[config.mk]
export PLATFORM = sky130hd
export DESIGN_NAME = sat_counter
export DESIGN_NICKNAME = d
export VERILOG_FILES = /design/src/rtl/parity_frame_checker_sat_counter.sv
export SDC_FILE = /design/constraint.sdc
export NUM_CORES = 1
export LEC_CHECK = 0
export CAP_MARGIN = 15
export CELL_PAD_IN_SITES_DETAIL_PLACEMENT = 0
export CELL_PAD_IN_SITES_GLOBAL_PLACEMENT = 1
export CORE_MARGIN = 3
export CORE_UTILIZATION = 30
export CTS_CLUSTER_DIAMETER = 120
export DETAILED_ROUTE_END_ITERATION = 8
export PLACE_DENSITY = 0.64
export SLEW_MARGIN = 30
export SYNTH_ARGS = -nofsm -noshare
export SYNTH_HDL_FRONTEND = slang
export SYNTH_SLANG_ARGS = --single-unit
[constraint.sdc]
create_clock -name clk -period 2.3 [get_ports clk]
set_input_delay 0.23 -clock clk [delete_from_list [all_inputs] [get_ports clk]]
set_output_delay 0.23 -clock clk [all_outputs]
set_load 0.02 [all_outputs]
[src/rtl/parity_frame_checker_sat_counter.sv]
// Saturating up-counter with synchronous clear; holds at all-ones.
module sat_counter #(
    parameter int WIDTH = 8
) (
    input  logic             clk,
    input  logic             rst_n,
    input  logic             clr,
    input  logic             inc,
    output logic [WIDTH-1:0] cnt
);
    logic [WIDTH-1:0] cnt_q;
    logic [WIDTH-1:0] cnt_d;

    // Next count: clear wins, otherwise increment unless already saturated.
    always_comb begin
        cnt_d = cnt_q;
        if (clr) begin
            cnt_d = '0;
        end else if (inc && (cnt_q != {WIDTH{1'b1}})) begin
            cnt_d = cnt_q + WIDTH'(1);
        end
    end

    // Count register.
    always_ff @(posedge clk or negedge rst_n) begin
        if (!rst_n) begin
            cnt_q <= '0;
        end else begin
            cnt_q <= cnt_d;
        end
    end

    assign cnt = cnt_q;
endmodule

After elaboration in Yosys (flattened, before gate mapping). Index checks and enable logic that the tools add are counted.

Register bits: 8. Output and inout port bits: 8. Word-level logic and storage cells: 7.

Add/sub/neg operators: 1. Eq/ne operators: 1. Mux-type cells: 2. Reductions and logical operators: 2.

Operators with widths (number): $mux 8 (2); $add 8x1->8 const B (1); $ne 8x8->1 const B (1); $reduce_bool 2->1 (1); $logic_and 1x1->1 (1).

Longest topological paths before layout. Gate-level depths: netlist (run 1).

Depth in word-level cells: 4. Gate-level depth with buffers: 4. Gate-level depth less buffers: 4.

Least setup slack after synthesis (run 1). No wires, ideal clock.

Path kind: register to register. Start point: reg cnt_q[0] (netlist: cnt[0]). End point: reg cnt_q[0] (netlist: cnt[0]). Arrival: 1.567 ns. Data required time: 2.175 ns. Path slack: 0.609 ns. Cell stages (with the launch flop): 5. Buffers on the path: 0. Cell sequence: dfrtp_1 ha_1 and4_2 a21boi_1 mux2_2.

Cells in the longest elaborated chain, start to end: 3.

RTL lines: start, declared (RTL line 11) `logic [WIDTH-1:0] cnt_q;`; start signal, assigned (RTL line 29) `cnt_q <= cnt_d;`; $add 8x1->8 or $ne 8x8->1 (tied branches) (RTL line 20, 19); $mux 8 or $logic_and 1x1->1 (tied branches) (RTL line 19) `end else if (inc && (cnt_q != {WIDTH{1'b1}})) begin`; $mux 8 or $reduce_bool 2->1 (tied branches).

Several ways; a longest one is shown, not always the timed one. The select of a mux whose other input is x is not followed. A chain may end at the register's enable or synchronous reset.

Worst setup path after layout (run 1). Same ends and word-level chain as after synthesis.

==> impl_results.md, run 1 <==
- Crit-path cells: ha_1, and4_2, a21boi_1, mux2_2
- Cell family with most CP delay: flip-flops
- CTS Sinks: 8
- Die area: 2060 sq um
- Worst-Margin Slew: 0.374 ns
- Routed len/inst: 14.0 um
- Initial DRC count: 4
- Max-Slew Margin vs Limit: 74.4%
- Die X-Extent: 45.3 um
- Pleak: 0.238 nW
- CP Data Arrival Time: 1.89 ns
- Ys async rst share: 100%
- Final setup vio count: 0
- Pre-antenna DRT Iters: 4
- Worst hold path type: in -> async
- Fin crit share: 76.3%
- Reg2reg path depth: 4
- DP HPWL: 761 um
- Fin worst setup slack: 0.546 ns
- Final net count: 68
- Sequential fraction of the synthesis area: 43.1%
- Met3 wire length: 64 um
- Vias per inst: 5.41
- Final Critical Period: 1.75 ns
- PortBufs: 11
- Initial antenna violation count: 0
- CTS Hold Bufs: 0
- Latest clock arrival within the worst-skew pair: 0.25 ns
- Layout cells sized above 1: 11.5%
- Post-CTS sizing: 0
- RSZ-0062 raised after global routing: false
- P&R area growth vs syn: 30.7%
- Mapped Cells: 49
- CP max stage cell: dfrtp_1
- Fmax: 0.570 GHz
- Max reg flops: 8
- CTS buffer count: 3
- Yosys warnings: 0
- Syn nets: 54
- DR DRC count: 0
- Pwr dens: 486 nW/um^2
- Worst setup EP type: flip-flop
- Largest cells by area after synthesis: dfrtp_1 (43%), mux2_2 (4.9%), nor3_1 (4.3%)
- Via count: 411
- Final hold vios: 0
- Kind of critical path: reg -> reg
- Outcome: finished clean
- Worst vdd ir: 0.330 mV
- Reg clk slew, reported paths: 0.06 ns
- Area leader, netlist: dfrtp_1
- Ant diodes: 0
- CTS tree: yes
- Met2 routed wirelength: 474 um
- CTS max path bufs: 2
- GRT Util Overall: 11.5%
- GPL Wtd Cong: 0.690
- Count of final max-slew check failures: 0
- DR top layer: met4
- Routed wire length: 1060 um
- Delay of the slowest critical-path stage: 0.43 ns
- Library cells used by synthesis: 28
- Startpoint types: flip-flop
- H-tree Lvls: 1
- Row count: 13
- Fillers: 133
- Post-route ant nets: 0
- Starting Density: 33.6%
- Number of flops mapped to enable cells by yosys: 0
- Yosys top cell area share: 43.1%
- Length of routed wiring on met1: 516 um
- Post-synth top cells: dfrtp_1 (8), nor3_1 (4), a21oi_1 (3), nand2b_1 (3), nor2b_1 (3)
- Most common cell in the netlist: dfrtp_1
- MaxCap Viol Count: 0
- Skew final: 0.00284 ns
- Setup TNS Final: 0 ns
- Place WS: 0.556 ns
- FF+latch count, synth: 8
- CP required: 2.44 ns
- Mapped cell area: 464 sq um
- CTS root buf: clkbuf_4
- Critical path depth in cells: 4
- Main synth FF type: dfrtp_1
- WP buf/inv: 0
- Crit Path Max Fanout: 7
- Total congestion overflow: 0
- Core area: 1380 sq um
- Final Core Density: 43.9%
- Post-CTS Setup Inserts: 0
- Avg Cell Area, Syn: 9.47 sq um
- IO Pins: 12
- Die height: 45.3 um
- First-pass GRT wire length: 1700 um
- Largest net degree at the start of global routing: 12
- Vias in the first global route: 374
worst register-to-register path: cells and delay by family, from the launching register on:
| family | cells | cell delay (ns) |
|---|---|---|
| and+or+nand+nor | 1 | 0.30 |
| adders and majority gates | 1 | 0.30 |
| muxes | 1 | 0.37 |
| DFF | 1 | 0.43 |
| AOI/OAI and AO/OA | 1 | 0.24 |
final timing paths:
path                       slack [ns]            endpoint                from
setup / recovery                 0.55  cnt[0]$_DFFE_PN0P_  cnt[0]$_DFFE_PN0P_
hold / removal                   0.27  cnt[6]$_DFFE_PN0P_               rst_n
setup reg to reg                 0.55  cnt[0]$_DFFE_PN0P_  cnt[0]$_DFFE_PN0P_
hold reg to reg                  0.58  cnt[7]$_DFFE_PN0P_  cnt[7]$_DFFE_PN0P_
max in group asynchronous        1.74  cnt[0]$_DFFE_PN0P_               rst_n
min in group clk                 0.58  cnt[7]$_DFFE_PN0P_  cnt[7]$_DFFE_PN0P_
cells by family after synthesis:
kind of cell,share of synthesized area (%)
AO/OA/AOI/OAI,12.7
adder cells (fa/ha/maj),2.69
multiplexers,7.01
buffers and inverters,3.50
AND/OR/NAND/NOR,31.0
flip-flops,43.1
layer usage:
layer  vias to the layer above  track usage (%)
li1                        205                -
met1                       192             15.4
met2                        12             16.9
met3                         2             5.98
met4                         0             1.75
met5                         -                0
power breakdown:
group	switching, mW	total [mW]	internal, mW
Sequential	0.00500	0.149	0.144
Clock	0.0504	0.110	0.0599
Combinational	0.0186	0.0355	0.0170
Total	0.0740	0.295	0.221
cell usage in the layout, fill, tap and decap left out, types with 2 or more instances in the layout:
cell type        netlist  routed
nand3_1                2       2
nor2b_1                3       3
nand2_1                2       2
nor3_1                 4       4
mux2_2                 2       2
a21oi_1                3       3
inv_1                  2       2
clkbuf_4               0       3
nand2b_1               3       3
clkdlybuf4s50_1        0      11
dfrtp_1                8       8
nor2_1                 2       2
per-stage QoR:
stage	instance area, sq um	power, mW	hold WS (ns)	std cells
after floorplan	464	0.169	-0.0656	49
after global placement	584	0.188	0.556	73
after detailed placement	584	0.187	0.555	73
after CTS	607	0.302	0.279	76
after global routing	607	0.310	0.285	76
final	607	0.295	0.269	76
cell type report:
| cell class | instances | area [sq um] | share of cell area [%] |
|---|---|---|---|
| repair buffers | 11 | 110 | 18.1 |
| flip-flops and latches | 8 | 200 | 33.0 |
| well taps | 15 | 18.8 | 3.09 |
| clock buffers | 3 | 22.5 | 3.71 |
| multi-input cells | 37 | 248 | 40.8 |
| inverters | 2 | 7.51 | 1.24 |
Power figures use the tool's default switching activity.
==> run 2: changes to the inputs <==
PLACE_DENSITY = 0.67   (was 0.64)
clock period = 1.55 ns   (was 2.3 ns; I/O delays follow)
==> run 2 against run 1 <==
  * Register-to-register slack worse by 0.48 ns
  * Sequential share of layout area is 4.3 points lower
  * Routed wire length is 3.1% higher
  * Design area is 16% higher
  * Core utilization is 7.2 points higher
  * Critical path type is now reg -> out
  * Power is 59% higher
==> impl_results.md, run 2 (synthesis gave the netlist of run 1 again) <==
- Post-route ant nets: 0
- Hold_ws: 0.182 ns
- CTS buffer count: 3
- Die area: 2060 sq um
- WP buf/inv: 1
- Power, Total: 0.468 mW
- First-pass GRT wire length: 1590 um
- Routed len/inst: 12.6 um
- Vias per inst: 5.33
- CP max stage cell: clkdlybuf4s50_1
- CTS Sinks: 8
- Max reg flops: 8
- Pwr dens: 662 nW/um^2
- CTS tree: yes
- Worst hold path type: in -> async
- Worst setup EP type: output pin
- Final Critical Period: 1.49 ns
- Final setup vio count: 0
- Area after DPL: 671 sq um
- R2R Setup Slk: 0.07 ns
- Pre-antenna DRT Iters: 4
- Die X-Extent: 45.3 um
- Outcome: finished clean
- Worst vdd ir: 0.416 mV
- DP HPWL: 831 um
- Vias in the first global route: 377
- Cell family with most CP delay: buffers and inverters
- H-tree Lvls: 1
- Kind of critical path: reg -> out
- Die height: 45.3 um
- RSZ-0062 raised after global routing: false
- CTS root buf: clkbuf_4
- Final net count: 78
- Total congestion overflow: 0
- Routed wire length: 1100 um
- Initial DRC count: 8
- Startpoint types: flip-flop
- Crit Path Max Fanout: 7
- PortBufs: 11
- Final hold vios: 0
- GRT Util Overall: 11.2%
- Reg2reg path depth: 4
- IO Pins: 12
- Count of final max-slew check failures: 0
- Skew final: 0.00975 ns
- Largest net degree at the start of global routing: 9
- Latest clock arrival within the worst-skew pair: 0.26 ns
- Pleak: 0.300 nW
- Commonest non-fill, non-tap cells in the layout: clkdlybuf4s50_1 (10), buf_4 (10), dfrtp_1 (6)
- Starting Density: 33.6%
- Reg clk slew, reported paths: 0.06 ns
- Worst-Margin Slew: 0.405 ns
- MaxCap Viol Count: 0
- Ant diodes: 0
- CTS Hold Bufs: 0
- Via count: 464
- Fmax: 0.672 GHz
- Core area: 1380 sq um
- GPL Wtd Cong: 0.698
- CP Data Arrival Time: 1.33 ns
- Fin crit share: 96.0%
- Initial antenna violation count: 0
- CTS max path bufs: 2
- P&R area growth vs syn: 52.3%
- Setup TNS Final: 0 ns
- R2R Path Start: cnt[1]$_DFFE_PN0P_
- DR DRC count: 0
- Layout cells sized above 1: 29.2%
- Post-Layout Inst Area: 707 sq um
- Crit-path cells: clkdlybuf4s50_1
- CP required: 1.39 ns
- Delay of the slowest critical-path stage: 0.64 ns
- Critical R2R Capture: cnt[3]$_DFFE_PN0P_
- Max-Slew Margin vs Limit: 72.3%
- Row count: 13
[run 2: cell count changes in the layout (fill, tap and decap cells not counted)]
cell             delta
buf_4              +10
clkbuf_1            +1
a21boi_1            -1
ha_1                -1
dfrtp_1             -2
dfrtp_2             +2
ha_4                +1
dlymetal6s2s_1      +1
clkdlybuf4s50_1     -1
a21boi_2            +1
[run 2: metal layers]
| metal | global-route usage, % | share of wire (%) |
|---|---|---|
| met1 | 13.7 | 46 |
| met2 | 16.9 | 44 |
| met3 | 2.39 | 7.7 |
| met4 | 8.77 | 2.1 |
| met5 | 0 | 0 |
[run 2: area by class of cell]
class,instances,area (sq um)
Clock buffer,4,26.3
Fill cell,128,676
Inverter,2,7.51
Multi-Input combinational cell,37,264
Sequential cell,8,203
Tap cell,15,18.8
Timing Repair Buffer,21,188
[run 2: worst max path at each step]
stage	slack, ns	startpoint	endpoint	depth (start not counted)
3_3_place_gp	0.04	cnt[1]$_DFFE_PN0P_	cnt[3]$_DFFE_PN0P_	4
5_1_grt	0.006	cnt[1]$_DFFE_PN0P_	cnt[0]$_DFFE_PN0P_	4
6_report	0.06	cnt[2]$_DFFE_PN0P_	cnt[2]	1
4_1_cts	0.01	cnt[0]$_DFFE_PN0P_	cnt[0]	2
2_1_floorplan	0.02	cnt[0]$_DFFE_PN0P_	cnt[0]$_DFFE_PN0P_	4
3_5_place_dp	0.04	cnt[1]$_DFFE_PN0P_	cnt[0]$_DFFE_PN0P_	4
[run 2: timing repair]
action / CTS / global route
setup buffers: 0 / 1
endpoints found under the setup margin: 0 / 2
gates resized for setup: 0 / 1
[run 2: report_power, final]
group / internal [mW] / switching, mW
Sequential: 0.215 / 0.00706
Clock: 0.0988 / 0.0755
Combinational: 0.0393 / 0.0327
Total: 0.353 / 0.115
[run 2: stage by stage]
| step | instances | worst slack (ns) | util, % |
|---|---|---|---|
| 2_1_floorplan | 49 | 0.0164 | - |
| 3_3_place_gp | 82 | 0.0421 | 48.5 |
| 3_5_place_dp | 82 | 0.0442 | 48.5 |
| 4_1_cts | 86 | 0.0144 | 50.4 |
| 5_1_grt | 87 | 0.00600 | 51.1 |
| 6_report | 87 | 0.0618 | 51.1 |
